## src/rtl/irrigation_zone_controller.sv

```systemverilog
// -----------------------------------------------------------------------------
// irrigation_zone_controller
//
// Tank and irrigation valve controller. Drives one tank fill valve and ZONES
// zone valves. Zones that request water get time-sliced round-robin slots of
// WATER_CYCLES clocks. Filling depends on the tank level thresholds and on the
// fertiliser/cleaning interlocks. A zone that selects both dripper and
// sprinkler mode forces the FAULT state, which closes every valve.
//
// Ports:
//   clock       in   system clock, rising edge
//   reset       in   asynchronous, active-low reset
//   level       in   [LEVEL_W-1:0] unsigned tank level
//   dripper     in   [ZONES-1:0] per-zone dripper mode select
//   sprinkler   in   [ZONES-1:0] per-zone sprinkler mode select
//   fertilised  in   fertiliser dosed; filling inhibited
//   cleaning    in   tank cleaning in progress; filling inhibited
//   filling     out  fill valve open
//   watering    out  any zone valve open
//   zone_valve  out  [ZONES-1:0] one-hot open zone valve; zero when not watering
//   active_zone out  [$clog2(ZONES)-1:0] granted zone; holds the last grant
//   error       out  high while in FAULT
//
// Every output is a register, so a valve change appears one cycle after the
// input that causes it is sampled.
// -----------------------------------------------------------------------------
module irrigation_zone_controller #(
    parameter int ZONES          = 4,
    parameter int LEVEL_W        = 8,
    parameter int FULL_LEVEL     = 200,
    parameter int CRITICAL_LEVEL = 20,
    parameter int WATER_CYCLES   = 16,
    parameter int TIMER_W        = 8
) (
    input  logic                       clock,
    input  logic                       reset,
    input  logic [LEVEL_W-1:0]         level,
    input  logic [ZONES-1:0]           dripper,
    input  logic [ZONES-1:0]           sprinkler,
    input  logic                       fertilised,
    input  logic                       cleaning,
    output logic                       filling,
    output logic                       watering,
    output logic [ZONES-1:0]           zone_valve,
    output logic [$clog2(ZONES)-1:0]   active_zone,
    output logic                       error
);

    localparam int ZW = $clog2(ZONES);

    localparam logic [LEVEL_W-1:0] FULL_L     = LEVEL_W'(FULL_LEVEL);
    localparam logic [LEVEL_W-1:0] CRITICAL_L = LEVEL_W'(CRITICAL_LEVEL);
    localparam logic [TIMER_W-1:0] SLOT_LOAD  = TIMER_W'(WATER_CYCLES - 1);
    localparam logic [ZONES-1:0]   ONE_HOT0   = ZONES'(1);
    localparam logic [ZW-1:0]      LAST_ZONE  = ZW'(ZONES - 1);

    typedef enum logic [1:0] {
        IDLE     = 2'd0,
        WATERING = 2'd1,
        FILLING  = 2'd2,
        FAULT    = 2'd3
    } state_t;

    state_t               state_reg;
    logic [ZW-1:0]        ptr_reg;
    logic [TIMER_W-1:0]   timer_reg;

    // ---------------------------------------------------------------------
    // Input decode
    // ---------------------------------------------------------------------
    logic [ZONES-1:0] req;
    logic             conflict;
    logic             fill_ok;
    logic             full;
    logic             critical;

    genvar gi;
    generate
        for (gi = 0; gi < ZONES; gi++) begin : g_req
            // A zone requests water when exactly one mode is selected.
            assign req[gi] = dripper[gi] ^ sprinkler[gi];
        end
    endgenerate

    assign conflict = |(dripper & sprinkler);
    assign fill_ok  = !fertilised && !cleaning;
    assign full     = (level >= FULL_L);
    assign critical = (level <= CRITICAL_L);

    // ---------------------------------------------------------------------
    // Circular first-set search: returns {found, index} of the first set
    // request at or after start, wrapping from ZONES-1 back to 0.
    // ---------------------------------------------------------------------
    function automatic logic [ZW:0] pick(input logic [ZONES-1:0] r,
                                         input logic [ZW-1:0]    start);
        logic          found;
        logic [ZW-1:0] idx;
        logic [ZW:0]   c;
        found = 1'b0;
        idx   = start;
        for (int k = 0; k < ZONES; k++) begin
            c = {1'b0, start} + (ZW+1)'(k);
            if (c >= (ZW+1)'(ZONES)) begin
                c = c - (ZW+1)'(ZONES);
            end
            if (!found && r[c[ZW-1:0]]) begin
                found = 1'b1;
                idx   = c[ZW-1:0];
            end
        end
        return {found, idx};
    endfunction

    logic [ZW-1:0] ptr_next;      // pointer after the current slot
    logic [ZW:0]   idle_pick;     // grant search from the stored pointer
    logic [ZW:0]   slot_pick;     // grant search at a slot boundary
    logic          slot_end;

    always_comb begin
        ptr_next  = (active_zone == LAST_ZONE) ? '0 : active_zone + ZW'(1);
        idle_pick = pick(req, ptr_reg);
        slot_pick = pick(req, ptr_next);
        // The slot also ends early when the granted zone drops its request.
        slot_end  = (timer_reg == '0) || !req[active_zone];
    end

    // ---------------------------------------------------------------------
    // FSM with registered outputs
    // ---------------------------------------------------------------------
    always_ff @(posedge clock or negedge reset) begin
        if (!reset) begin
            state_reg   <= IDLE;
            ptr_reg     <= '0;
            timer_reg   <= '0;
            active_zone <= '0;
            filling     <= 1'b0;
            watering    <= 1'b0;
            zone_valve  <= '0;
            error       <= 1'b0;
        end else if (conflict) begin
            state_reg  <= FAULT;
            filling    <= 1'b0;
            watering   <= 1'b0;
            zone_valve <= '0;
            error      <= 1'b1;
        end else begin
            case (state_reg)
                FAULT: begin
                    state_reg <= IDLE;
                    error     <= 1'b0;
                end

                IDLE: begin
                    if (critical && fill_ok) begin
                        state_reg <= FILLING;
                        filling   <= 1'b1;
                    end else if (full && idle_pick[ZW]) begin
                        state_reg   <= WATERING;
                        active_zone <= idle_pick[ZW-1:0];
                        timer_reg   <= SLOT_LOAD;
                        watering    <= 1'b1;
                        zone_valve  <= ONE_HOT0 << idle_pick[ZW-1:0];
                    end
                end

                WATERING: begin
                    if (critical) begin
                        watering   <= 1'b0;
                        zone_valve <= '0;
                        if (fill_ok) begin
                            state_reg <= FILLING;
                            filling   <= 1'b1;
                        end else begin
                            state_reg <= IDLE;
                        end
                    end else if (slot_end) begin
                        ptr_reg <= ptr_next;
                        if (slot_pick[ZW]) begin
                            // Next zone takes over on the same edge: no gap.
                            active_zone <= slot_pick[ZW-1:0];
                            timer_reg   <= SLOT_LOAD;
                            zone_valve  <= ONE_HOT0 << slot_pick[ZW-1:0];
                        end else begin
                            state_reg  <= IDLE;
                            watering   <= 1'b0;
                            zone_valve <= '0;
                        end
                    end else begin
                        timer_reg <= timer_reg - TIMER_W'(1);
                    end
                end

                FILLING: begin
                    if (!fill_ok || full) begin
                        state_reg <= IDLE;
                        filling   <= 1'b0;
                    end
                end

                default: begin
                    state_reg <= IDLE;
                end
            endcase
        end
    end

endmodule
```

## config.mk

```make
export PLATFORM = sky130hd
export DESIGN_NAME = irrigation_zone_controller
export DESIGN_NICKNAME = d
export VERILOG_FILES = /design/src/rtl/irrigation_zone_controller.sv
export SDC_FILE = /design/constraint.sdc
export NUM_CORES = 1
export LEC_CHECK = 0
export ABC_AREA = 1
export CORE_MARGIN = 1
export CORE_UTILIZATION = 45
export CTS_CLUSTER_SIZE = 30
export DETAILED_ROUTE_END_ITERATION = 16
export GPL_TIMING_DRIVEN = 0
export PLACE_DENSITY_LB_ADDON = 0.08
export SYNTH_ARGS = -nofsm -noshare
export SYNTH_HDL_FRONTEND = slang
export SYNTH_SLANG_ARGS = --single-unit
```

## constraint.sdc

```tcl
create_clock -name clock -period 3.1 [get_ports clock]
set_clock_uncertainty 0.1 [all_clocks]
set_input_delay 0.93 -clock clock [delete_from_list [all_inputs] [get_ports clock]]
set_output_delay 0.93 -clock clock [all_outputs]
set_load 0.02 [all_outputs]
```

==> results of run 1 <==
synth_stat cells (3+ instances only):
| master | instances | area (um^2) |
|---|---|---|
| nor2_2 | 3 | 18.8 |
| inv_2 | 5 | 18.8 |
| nor2_1 | 20 | 75.1 |
| nand2_4 | 3 | 33.8 |
| inv_1 | 24 | 90.1 |
| nand4_1 | 7 | 43.8 |
| xor2_1 | 4 | 35.0 |
| o21ai_2 | 9 | 78.8 |
| nand3_1 | 33 | 165 |
| nor3_1 | 8 | 40.0 |
| nand2_1 | 131 | 492 |
| o21ai_0 | 15 | 75.1 |
| clkbuf_1 | 4 | 15.0 |
| dfrtp_1 | 21 | 526 |
| nand2_2 | 9 | 56.3 |
| ha_1 | 10 | 125 |
path summary, 6_finish.rpt:
check                                 to            from  slack (ps)
setup reg to reg           zone_valve[3]  active_zone[0]         620
min in group asynchronous          error           reset        1090
hold reg to reg            zone_valve[2]   zone_valve[2]         380
max in group asynchronous   timer_reg[5]           reset        1230
hold / removal             zone_valve[2]   zone_valve[2]         380
setup / recovery            timer_reg[6]    sprinkler[0]         150
critical path, delay by kind of cell:
| kind | cells | cell delay, ps |
|---|---|---|
| AOI/OAI and AO/OA | 1 | 60 |
| and+or+nand+nor | 10 | 1030 |
| adders and majority gates | 1 | 380 |
| buffers and inverters | 3 | 660 |
layout make-up:
cell class	instances	area [um^2]
Fill cell	443	1900
Multi-Input combinational cell	265	1350
Sequential cell	21	526
Timing Repair Buffer	30	295
Inverter	30	118
Tap cell	52	65.1
Buffer	6	46.3
Clock buffer	3	41.3
Clock inverter	1	7.51
layout by cell type, fill, tap and decap left out, types with 2 or more instances in the layout:
cell,instances
nor3_1,8
nand2_1,130
dfrtp_1,21
clkdlybuf4s50_1,28
nand2_4,3
inv_2,6
clkbuf_8,3
inv_1,23
ha_1,9
o21ai_2,9
nor2_1,20
nand4_1,7
o21ai_0,15
nor2_2,3
nand2_2,10
a21oi_1,2
buf_4,3
nand3_1,33
or2_2,2
clkbuf_1,2
xor2_1,4
power groups by stage:
stage | logic (mW) | registers [mW] | clock network, mW
after floorplan | 1.42 | 0.480 | 0
after global placement | 1.84 | 0.453 | 0
after detailed placement | 1.87 | 0.455 | 0
after CTS | 1.88 | 0.450 | 0.194
after global routing | 2.18 | 0.462 | 0.201
final | 1.90 | 0.449 | 0.185
per-stage QoR:
step / instances / setup WS, ps
6_report: 408 / 145
5_1_grt: 408 / -0.270
4_1_cts: 407 / 43.3
3_3_place_gp: 403 / -166
3_5_place_dp: 403 / -224
2_1_floorplan: 323 / 529
metal layers:
| metal | vias to the layer above | wire length (um) | global-route usage [%] |
|---|---|---|---|
| met1 | 963 | 2250 | 27.7 |
| met4 | 0 | 19 | 3.40 |
| met3 | 4 | 154 | 3.92 |
| met5 | - | 0 | 0 |
| met2 | 29 | 2320 | 36.5 |
| li1 | 1109 | - | - |
what timing repair did:
action | 4_1_cts | 5_1_grt
resized for setup | 0 | 6
setup buffers | 0 | 2
endpoints found under the setup margin | 0 | 18
cell families (layout without fill, tap and decap cells):
kind of cell | after synthesis | count (layout)
compound gates | 30 | 30
buf+inv | 37 | 70
simple gates | 221 | 221
flops | 21 | 21
xor+xnor | 4 | 4
fa+ha+maj | 10 | 10
==> results.toml, run 1 <==
[status]
outcome = "finished clean"

[final_layout]
diodes = 0
layout-drive-gt1-share_pct = 14.0
largest_register_ffs = 8
final_core_util_pct = 56.3
design_area_um2 = 2450
final_nets = 387
synthToLayoutAreaGrowth_pct = 20.2

[floorplan]
num_rows = 24
dieArea_um2 = 4810
fp.dieH_um = 69.3
ioPinCount = 29
start_util_pct = 46.8
die_w_um = 69.3
core-area_um2 = 4350

[min_path]
min_path_cells = 2
hold_class = "flop to flop"

[timing]
fin_crit_ps = 2950
timing.hold.ws_ps = 382
slew_viol_final = 0
setup_viol = 0
fin_tns_setup_ps = 0
tightestPinTransition_ps = 954
maxSlewHeadroom_pct = 36.2
hold_viol = 0
timing.fmax_ghz = 0.338
period_share_pct = 95.3

[clocking]
tritoncts = "yes"
cts_root_buffer = "clkbuf_8"
clk_latency_ps = 260
cts_buffer_depth = 2
hold_buffers = 0
cts_made_buffers = 3
h-tree-depth = 1
clock_sinks = 21
clkTransAtPathRegs_ps = 80

[grt]
grt_overflow = 0
grt_use_total_pct = 21.0
grt_pass1_wl_um = 8480
grt_max_degree = 22
antenna_found_initial = 0
grt_pass1_vias = 1975

[synthesis]
ys_types = 31
syn_area_um2 = 2040
synth-compound-area-share_pct = 9.26
syn_avg_cell_area_um2 = 6.31
synth_top_family_by_area = "simple AND/OR/NAND/NOR gates"
synth-async-reset-ratio_pct = 100
syn_nets = 353
synth_adder_area_share_pct = 6.13
synth_warnings = 0
synth-simple-area-share_pct = 49.0
synthCells = 323
synthMuxAreaShare_pct = 0
synth_flop_cell = "dfrtp_1"
ys_ff_latch = 21
synth-seq-area-share_pct = 25.8
synth_xor_area_share_pct = 1.72
synth_edf_count = 0

[power_and_ir_drop]
combPwrFrac_pct = 75.0
p_seq_share_pct = 17.7
netSwitchingPower_mw = 1.43
power.density_nw_per_um2 = 1030
p_leak_nw = 1.26
total_power_mw = 2.54
swShare_pct = 56.2
power_frac_clock_pct = 7.3
p_int_mw = 1.11
peakVddDrop_mv = 0.512

[setup_path]
worstSetupStartpointType = "input pin"
endpoint_kind = "flop"
crit_path_cell_trace = "clkdlybuf4s50_1 -> ha_1 -> nand2_1 -> nand2_1 -> nand2_1 -> nand2_2 -> inv_2 -> nand3_4 -> nand2_4 -> nand2_4 -> nand2_4 -> nor3_4 -> buf_8 -> nand2_2 -> o21ai_2"
max_stage_delay_ps = 410
critPathArrivalTime_ps = 3050
criticalPathCategory = "input pin to flop"
worstPathRequired_ps = 3190
r2r_cells = 15
cp_max_fo = 10
crit_slowest_cell = "clkdlybuf4s50_1"

[route]
firstDrtPassIters = 4
drtIter0Drc = 59
routed_wl_um = 4750
vias = 2105
ant_nets = 0
wl_per_cell_um = 11.6
viasPerCell = 5.16
drc = 0

[placement]
dp_hpwl_um = 3710
port_buffers = 28
place_area_um2 = 2380
gp_congestion = 0.808

[run]
drv_cap = 0
Power figures use the tool's default switching activity.
==> run 2: changes to the inputs <==
Settings changed: CAP_MARGIN from default to 40.
==> run 2 against run 1 <==
Clock-buffer cell count stayed put. Sequential cell count stayed put. Setup slack worse by 8.3 ps. First-iteration DRC count is 36% higher. Total power is 1.9% higher. Register-to-register slack hardly changed. Global-route usage is 0.31 points higher. Non-clock buffer count is 4 higher. Combinational power is 3% higher. Sequential power hardly changed. Critical path type unchanged. Largest power group unchanged.
==> results.toml, run 2 (synthesis gave the netlist of run 1 again) <==
[placement]
gp_congestion = 0.808
port_buffers = 28
dp_hpwl_um = 3750
place_area_um2 = 2410

[floorplan]
ioPinCount = 29
dieArea_um2 = 4810
start_util_pct = 46.8
fp.dieH_um = 69.3
num_rows = 24
core-area_um2 = 4350
die_w_um = 69.3

[clocking]
clock_sinks = 21
cts_made_buffers = 3
h-tree-depth = 1
cts_buffer_depth = 2
clkTransAtPathRegs_ps = 80
clk_latency_ps = 260
tritoncts = "yes"
cts_root_buffer = "clkbuf_8"

[setup_path]
r2r_slack_ps = 610
r2r-start = "active_zone[0]"
r2r-end = "zone_valve[1]"
endpoint_kind = "flop"
cp_num_cells = 16
worstPathRequired_ps = 3160
crit_path_cell_trace = "clkdlybuf4s50_1 -> ha_2 -> nand2_2 -> nand3_1 -> nand2_2 -> inv_2 -> nor2_4 -> nand3_4 -> nand2_4 -> nand2_4 -> nand2_4 -> nor3_4 -> buf_12 -> buf_4 -> nand2_1 -> o21ai_2"
worstSetupStartpointType = "input pin"
path_buf_inv = 4
critPathArrivalTime_ps = 3020
cp_max_fo = 7
r2r_cells = 16
criticalPathCategory = "input pin to flop"
crit_slowest_cell = "clkdlybuf4s50_1"
max_stage_delay_ps = 470
crit_family = "simple AND/OR/NAND/NOR gates"
cpMostUsedCell = "nand2_4"

[final_layout]
mostFrequentLayoutCells = "nand2_1, nand3_1, clkdlybuf4s50_1"
largest_register_ffs = 8
design_area_um2 = 2550
final_core_util_pct = 58.5
layout_commonest_cell = "nand2_1"
layout-drive-gt1-share_pct = 15.6
diodes = 0
final_nets = 391
synthToLayoutAreaGrowth_pct = 25.0

[timing]
tightestPinTransition_ps = 467
setup_viol = 0
period_share_pct = 95.6
fin_crit_ps = 2960
slew_viol_final = 0
hold_viol = 0
timing.fmax_ghz = 0.338
maxSlewHeadroom_pct = 68.9
timing.hold.ws_ps = 379

[power_and_ir_drop]
combPwrFrac_pct = 75.6
netSwitchingPower_mw = 1.44
p_seq_share_pct = 17.4
swShare_pct = 55.6
p_leak_nw = 1.29
p_int_mw = 1.15
power_frac_clock_pct = 7.1
peakVddDrop_mv = 0.550
power.density_nw_per_um2 = 1010

[route]
ant_nets = 0
drc = 0
vias = 2111
viasPerCell = 5.12
drtIter0Drc = 80
wl_per_cell_um = 11.8
firstDrtPassIters = 4
routed_wl_um = 4840

[min_path]
hold_end = "zone_valve[2]"
hp-start = "zone_valve[2]"
hold_class = "flop to flop"
min_path_cells = 2

[grt]
grt_overflow = 0
grt_max_degree = 16
grt_pass1_wl_um = 8610
grt_pass1_vias = 1983
antenna_found_initial = 0
grt_use_total_pct = 21.4

[run]
drv_cap = 0

[status]
outcome = "finished clean"
-- run 2: final cells by class --
cell class                 instances  area, um^2
multi-input combinational        265        1370
timing repair buffer              34         375
clock buffer                       3        41.3
buffer                             6        46.3
tap                               52        65.1
fill                             424        1810
inverter                          30         118
clock inverter                     1        7.51
sequential                        21         526
-- run 2: worst register-to-register path, cell delays in order (launching register included) --
cell and delay, ps:
dfrtp_1 450, ha_1 310, buf_4 140, inv_1 140, nand2_1 100, nand2_1 110, nand2_1 90, nand2_2 80
nor2_2 230, nand3_2 160, nand2_1 90, nand2_1 70, nor2_1 130, nand2_1 70, nand2_1 60, nand2_1 50
nand2_1 50
-- run 2: how the worst max path moves through the flow --
| stage | slack [ps] | to | from |
|---|---|---|---|
| floorplan | 530 | timer_reg[6] | dripper[3] |
| global placement | -170 | active_zone[0] | dripper[0] |
| detailed placement | -200 | active_zone[1] | sprinkler[0] |
| CTS | 70 | active_zone[0] | dripper[2] |
| global route | -3 | timer_reg[1] | dripper[0] |
| finish | 140 | timer_reg[0] | dripper[3] |
-- run 2: repair_timing --
action,in CTS,in global routing
hold buffers,0,0
setup buffers,0,4
gates resized for setup,0,8
setup endpoints to repair,0,18
endpoints found under the hold margin,0,0
-- run 2: power groups by stage --
stage,Clock (mW),Combinational (mW),Sequential (mW)
detailed placement,0,1.88,0.456
finish,0.183,1.95,0.449
CTS,0.193,1.89,0.450
global route,0.199,2.23,0.463
floorplan,0,1.42,0.480
global placement,0,1.84,0.453
-- run 2: through the flow --
| step | power (mW) | setup TNS [ps] | cells | setup WS [ps] |
|---|---|---|---|---|
| 3_5_place_dp | 2.33 | -2480 | 404 | -203 |
| 4_1_cts | 2.53 | 0 | 408 | 65.0 |
| 2_1_floorplan | 1.91 | 0 | 323 | 529 |
| 3_3_place_gp | 2.29 | -2100 | 403 | -166 |
| 6_report | 2.59 | 0 | 412 | 137 |
| 5_1_grt | 2.89 | -2.67 | 412 | -2.67 |
-- run 2: per-layer routing --
metal  global-route usage [%]  routed length [um]
met4                     3.63                  31
met5                        0                   0
met1                     28.9                2300
met3                     3.20                 138
met2                     36.6                2370
==> run 3: changes to the inputs <==
Settings changed: CTS_CLUSTER_DIAMETER from default to 30.
==> results of run 3 <==
Same layout as run 2: the final DEF is identical, and so are final timing and power.
